## src/rtl/hack_cpu.sv

```systemverilog
// hack_cpu: single-cycle Hack CPU core plus its combinational ALU.
// Holds A, D and PC; decodes A/C instructions and drives the data-memory port.

module ALU (
    input  logic [15:0] x,
    input  logic [15:0] y,
    input  logic        zx,
    input  logic        nx,
    input  logic        zy,
    input  logic        ny,
    input  logic        f,
    input  logic        no,
    output logic [15:0] out,
    output logic        zr,
    output logic        ng
);

    logic [15:0] w_x;
    logic [15:0] w_y;
    logic [15:0] w_f;

    // Operand preset/negate, add-or-and, optional output negate, status flags
    always_comb begin
        w_x = zx ? '0 : x;
        w_x = nx ? ~w_x : w_x;
        w_y = zy ? '0 : y;
        w_y = ny ? ~w_y : w_y;
        w_f = f ? (w_x + w_y) : (w_x & w_y);
        out = no ? ~w_f : w_f;
        zr  = (out == '0);
        ng  = out[15];
    end

endmodule

module hack_cpu (
    input  logic        clock,
    input  logic        reset,
    input  logic [15:0] inM,
    input  logic [15:0] instruction,
    output logic [15:0] outM,
    output logic        writeM,
    output logic [14:0] addressM,
    output logic [14:0] pc
);

    logic [15:0] r_a;
    logic [15:0] r_d;
    logic [14:0] r_pc;

    logic        w_is_c;
    logic [15:0] w_alu_y;
    logic [15:0] w_alu_out;
    logic        w_zr;
    logic        w_ng;
    logic        w_jump;

    ALU u_alu (
        .x   (r_d),
        .y   (w_alu_y),
        .zx  (instruction[11]),
        .nx  (instruction[10]),
        .zy  (instruction[9]),
        .ny  (instruction[8]),
        .f   (instruction[7]),
        .no  (instruction[6]),
        .out (w_alu_out),
        .zr  (w_zr),
        .ng  (w_ng)
    );

    // Instruction decode: operand select, jump condition, memory-port outputs
    always_comb begin
        w_is_c   = instruction[15];
        w_alu_y  = instruction[12] ? inM : r_a;
        w_jump   = w_is_c & ((instruction[2] & w_ng) |
                             (instruction[1] & w_zr) |
                             (instruction[0] & ~w_ng & ~w_zr));
        outM     = w_alu_out;
        writeM   = w_is_c & instruction[3] & ~reset;
        addressM = r_a[14:0];
        pc       = r_pc;
    end

    // Register update; jump target uses A from before this edge
    always_ff @(posedge clock) begin
        if (reset) begin
            r_a  <= '0;
            r_d  <= '0;
            r_pc <= '0;
        end else begin
            if (!w_is_c)
                r_a <= instruction;
            else if (instruction[5])
                r_a <= w_alu_out;
            if (w_is_c && instruction[4])
                r_d <= w_alu_out;
            r_pc <= w_jump ? r_a[14:0] : r_pc + 15'd1;
        end
    end

endmodule

```

## config.mk

```make
export PLATFORM = sky130hd
export DESIGN_NAME = hack_cpu
export DESIGN_NICKNAME = d
export VERILOG_FILES = /design/src/rtl/hack_cpu.sv
export SDC_FILE = /design/constraint.sdc
export NUM_CORES = 1
export LEC_CHECK = 0
export CAP_MARGIN = 15
export CORE_ASPECT_RATIO = 0.5
export CORE_UTILIZATION = 54
export DETAILED_ROUTE_END_ITERATION = 7
export PLACE_DENSITY = 0.88
export REMOVE_ABC_BUFFERS = 1
export SYNTH_ARGS = -nofsm -noshare
export SYNTH_HDL_FRONTEND = slang
export SYNTH_SLANG_ARGS = --single-unit
```

## constraint.sdc

```tcl
create_clock -name clock -period 12.2 [get_ports clock]
set_clock_uncertainty 0.05 [all_clocks]
set_input_delay 1.83 -clock clock [delete_from_list [all_inputs] [get_ports clock]]
set_output_delay 1.83 -clock clock [all_outputs]
set_load 0.01 [all_outputs]
```

Yosys cells after proc, flatten, opt, wreduce, memory -nomap -nowiden
Index checks and enable logic that the tools add are counted.
- add/sub/neg operators: 2
- eq/ne operators: 1
- multiplexer cells: 10
- bitwise gates (word level): 17
- reductions and logical operators: 3
- operator list (kind ; number):
    $mux 16 ; 7
    $not 16->16 ; 3
    $mux 15 ; 3
    $add 16x16->16 ; 1
    $and 16x16->16 ; 1
    $logic_not 16->1 ; 1
    $add 15x1->15 const B ; 1
    $and 1x1->1 ; 7
    $not 1->1 ; 4
    $ne 2x2->1 const B ; 1
    $or 1x1->1 ; 2
    $reduce_or 2->1 ; 1
    $logic_and 1x1->1 ; 1
- register bits after elaboration: 47
- bits of input ports: 34
- output and inout port bits: 47
- logic and storage cells: 37

Depth between registers and ports, before layout
- word-level depth: 14
- gate-level depth with buffers: 18
- gate-level depth less buffers: 15

Cells and area by module
From an unflattened synthesis, not the netlist that was laid out.
- cells, all modules: 533
- area total of the unflattened synthesis: 4254.1 sq um
- by module, submodules not included (module ; times used ; cells each ; area each (sq um) ; seq. area each (sq um)):
    hack_cpu ; 1 ; 266 ; 2347.3 ; 940.9
    ALU ; 1 ; 267 ; 1906.8 ; 0.0

Worst setup path before layout
Ideal clock, no wire load.
- path kind: input to output
- start: input port instruction[12]
- end: output port outM[11]
- arrival: 4.926 ns
- required time: 10.320 ns
- slack: 5.394 ns
- cell stages on the path: 13
- path buffers: 3
- path through: clkbuf_1 -> clkbuf_1 -> mux2i_1 -> nor2_1 -> xor2_1 -> ha_1 -> clkbuf_1 -> and4_1 -> a221o_1 -> a211oi_2 -> xnor2_1 -> mux2i_1 -> xnor2_1
- cells in the longest elaborated chain, start to end: 8
- elaborated cells on any way between the ends: 9
- classes of those cells: 1 x add/sub; 5 x mux; 3 x bitwise
- RTL lines (item ; RTL line ; text):
    from (decl) ; 40 ; input logic [15:0] instruction,
    $mux 16 (*) ; 75 ; w_alu_y = instruction[12] ? inM : r_a;
    $mux 16 (*) ; 26 ; w_y = zy ? '0 : y;
    $not 16->16 ; 27 ; w_y = ny ? ~w_y : w_y;
    $mux 16 (*) ; 27 ;
    $add 16x16->16 or $and 16x16->16 (tied branches) ; 28 ; w_f = f ? (w_x + w_y) : (w_x & w_y);
    $mux 16 (*) ; 28 ;
    $not 16->16 ; 29 ; out = no ? ~w_f : w_f;
    $mux 16 (*) ; 29 ;
    to (decl) ; 41 ; output logic [15:0] outM,
Mark *: on every way between the ends. The rest lies on a longest branch, timed or not.

Final worst setup path
- start: input port instruction[12]
- end: output port outM[10]
The elaborated chain is that of the path after synthesis.

==> flow_summary.yaml <==
run_status:
  status: "finished clean"
die:
  pin_count: 81
  die-area_sq_um: 8730
  initial_core_util: 0.561
  die_w_um: 131
  core_sq_um: 8030
  rows: 23
  die_h_um: 66.6
clock_network:
  cts_resized: 0
  cts_root_buf: "clkbuf_16"
  cts_tree: "done"
  cts_buffers: 5
  cts_sinks: 47
  cts_setup_buffers: 0
  cts.path.max_buffers: 2
  clk_pin_slew_ns: 0.07
  clk_latency_ns: 0.29
  htree_levels: 2
  hold_buffers: 0
finish:
  fin_util: 0.667
  fin_cells: 716
  area_growth_pct: 18.8
  fin_nets: 655
  design_area_sq_um: 5350
  num_antenna_cells: 0
  drive_gt1_frac: 0.0679
drt:
  drc: 0
  drt_wl_total_um: 12500
  num_vias: 4315
  drt-initial-drc-count: 428
  firstDrtPassIters: 5
  viasPerCell: 6.03
  wl_per_cell_um: 17.5
  ant_nets: 0
critical_path:
  worstPathMaxFanout: 17
  cp_data_arrival_time_ns: 6.50
  crit_type: "in -> out"
  end_kind: "output port"
  cp.required_ns: 10.32
  crit_path_start_kind: "input pin"
sta:
  rsz0062_at_grt: "false"
  fin_crit_sh: 0.687
  report.final.slew_viol_count: 0
  fin_crit_ns: 8.38
  setup-violations-final: 0
  finalSetupTns_ns: 0
  relSlewSlack: 0.211
  tightest_slew_ns: 1.17
  fmax_mhz: 119
  hold_viol: 0
pwr:
  p_seq_frac: 0.269
  p_switching_uw: 253
  clock_power_share: 0.245
  powerDensity_nw_per_um2: 126
  internal-power_uw: 420
  combinationalPowerShare: 0.486
  ir_worst_vdd_uv: 75.4
  switching_share: 0.376
  p_leak_uw: 0.00211
placement:
  place_hpwl_um: 9100
  place_area_sq_um: 5170
  port_buffers: 80
  dp_cells: 708
  routabilityCongestion: 0.982
logic_synthesis:
  synth_warnings: 0
  synth_top_family_by_area: "simple AND/OR/NAND/NOR gates"
  synthMuxAreaShare: 0.129
  synth_edf_count: 0
  synth_cell_types: 69
  netlist_area_sq_um: 4500
  syn_avg_cell_area_sq_um: 7.94
  synthAdderAreaFrac: 0.0517
  synth-simple-area-share: 0.252
  synth_xor_area_frac: 0.116
  synth-compound-area-share: 0.169
  async_flop_share: 0
  syn_inst: 567
  seq_area_frac_synth: 0.209
  ys_ff_latch: 47
  synth_flop_cell: "dfxtp_1"
global_route:
  antenna_found_initial: 0
  grt_pass1_wl_um: 19700
  grt_max_degree: 64
  grt_pass1_vias: 3888
  overflow: 0
  gr-usage-all-layers: 0.283
run:
  cap_violations: 0
worst_hold_path:
  hold_path_class: "reg -> reg"
## Yosys cell counts, types with 3 or more instances
library cell	count	share of area
nor2_1	59	0.049
nor4_1	4	0.0056
a211oi_1	17	0.028
o21ai_0	7	0.0078
and3_1	18	0.025
or3_1	5	0.0069
buf_4	16	0.027
o211ai_1	6	0.010
nand2b_1	23	0.032
and4_1	3	0.0058
nand3_1	16	0.018
o31a_1	3	0.0058
a21oi_1	34	0.038
ha_1	17	0.047
xor2_1	21	0.041
or4_1	3	0.0050
xnor2_1	37	0.072
a21o_1	9	0.015
mux2_4	9	0.030
and2_1	3	0.0042
mux2_2	6	0.015
mux2i_1	38	0.084
a211oi_2	3	0.0083
nor2b_1	19	0.026
nand4_1	4	0.0056
inv_1	4	0.0033
nand2_1	45	0.037
dfxtp_1	47	0.21
nor3_1	6	0.0067
clkbuf_1	33	0.028
inv_2	3	0.0025
## stage by stage
| stage | total power [uW] | hold slack (ns) | setup slack [ns] |
|---|---|---|---|
| 2_1_floorplan | 374 | 0.381 | 6.11 |
| 3_3_place_gp | 494 | 0.393 | 4.21 |
| 5_1_grt | 704 | 0.427 | 3.62 |
| 6_report | 674 | 0.407 | 3.82 |
| 3_5_place_dp | 502 | 0.397 | 4.08 |
| 4_1_cts | 666 | 0.406 | 4.02 |
## cell usage in the layout (no fill, tap or decap), types with 16 or more instances in the layout
cell             count
nand2b_1            23
nand2_1             45
and3_1              18
mux2i_1             38
dfxtp_1             47
nor2_1              59
nor2b_1             19
a211oi_1            17
a21oi_1             34
clkdlybuf4s50_1     79
xor2_1              21
nand3_1             16
xnor2_1             37
ha_1                17
## kinds of logic after synthesis
group / after synthesis
AND/OR/NAND/NOR: 220
flip-flops: 47
multiplexers: 53
adder cells (fa/ha/maj): 18
AO/OA/AOI/OAI: 107
XOR/XNOR: 59
buffers and inverters: 63
## registers in the layout, summed over array words and instances (netlist names)
signal	cells
pc	15
r_a	16
r_d	16
## area by class of cell
class / count / area (sq um)
fill: 588 / 2680
sequential: 47 / 941
clock inverter: 2 / 38.8
inverter: 7 / 26.3
multi-input combinational: 457 / 3230
tap: 112 / 140
timing repair buffer: 85 / 833
clock buffer: 6 / 139
## final timing paths
check / cells after the start / to / slack, ns / from
max: 10 / outM[10] / 3.82 / instruction[12]
min: 2 / r_d[4] / 0.41 / r_d[4]
max reg2reg: 15 / pc[4] / 6.97 / r_a[0]
min reg2reg: 2 / r_d[4] / 0.41 / r_d[4]
## power groups by stage
stage,registers [uW],clock network [uW],logic (uW)
6_report,181,165,328
5_1_grt,183,170,351
4_1_cts,181,164,321
3_5_place_dp,184,0,318
3_3_place_gp,183,0,311
2_1_floorplan,185,0,189
## critical path, cell delays in order
cell,delay (ns)
clkdlybuf4s50_1,1.09
mux2i_1,0.30
nor2_1,0.08
xor2_1,0.19
ha_1,0.46
o211ai_1,0.19
o21ai_1,0.51
nand2_1,0.13
o311ai_0,1.01
clkdlybuf4s50_1,0.71
## per-layer routing
metal,track usage,up-vias,wire length (um)
met4,0.0926,0,206
met3,0.0441,24,1060
met1,0.371,2053,5550
met2,0.481,173,5690
met5,0,-,0
li1,-,2065,-
No activity file was read; power rests on OpenSTA's default activity.
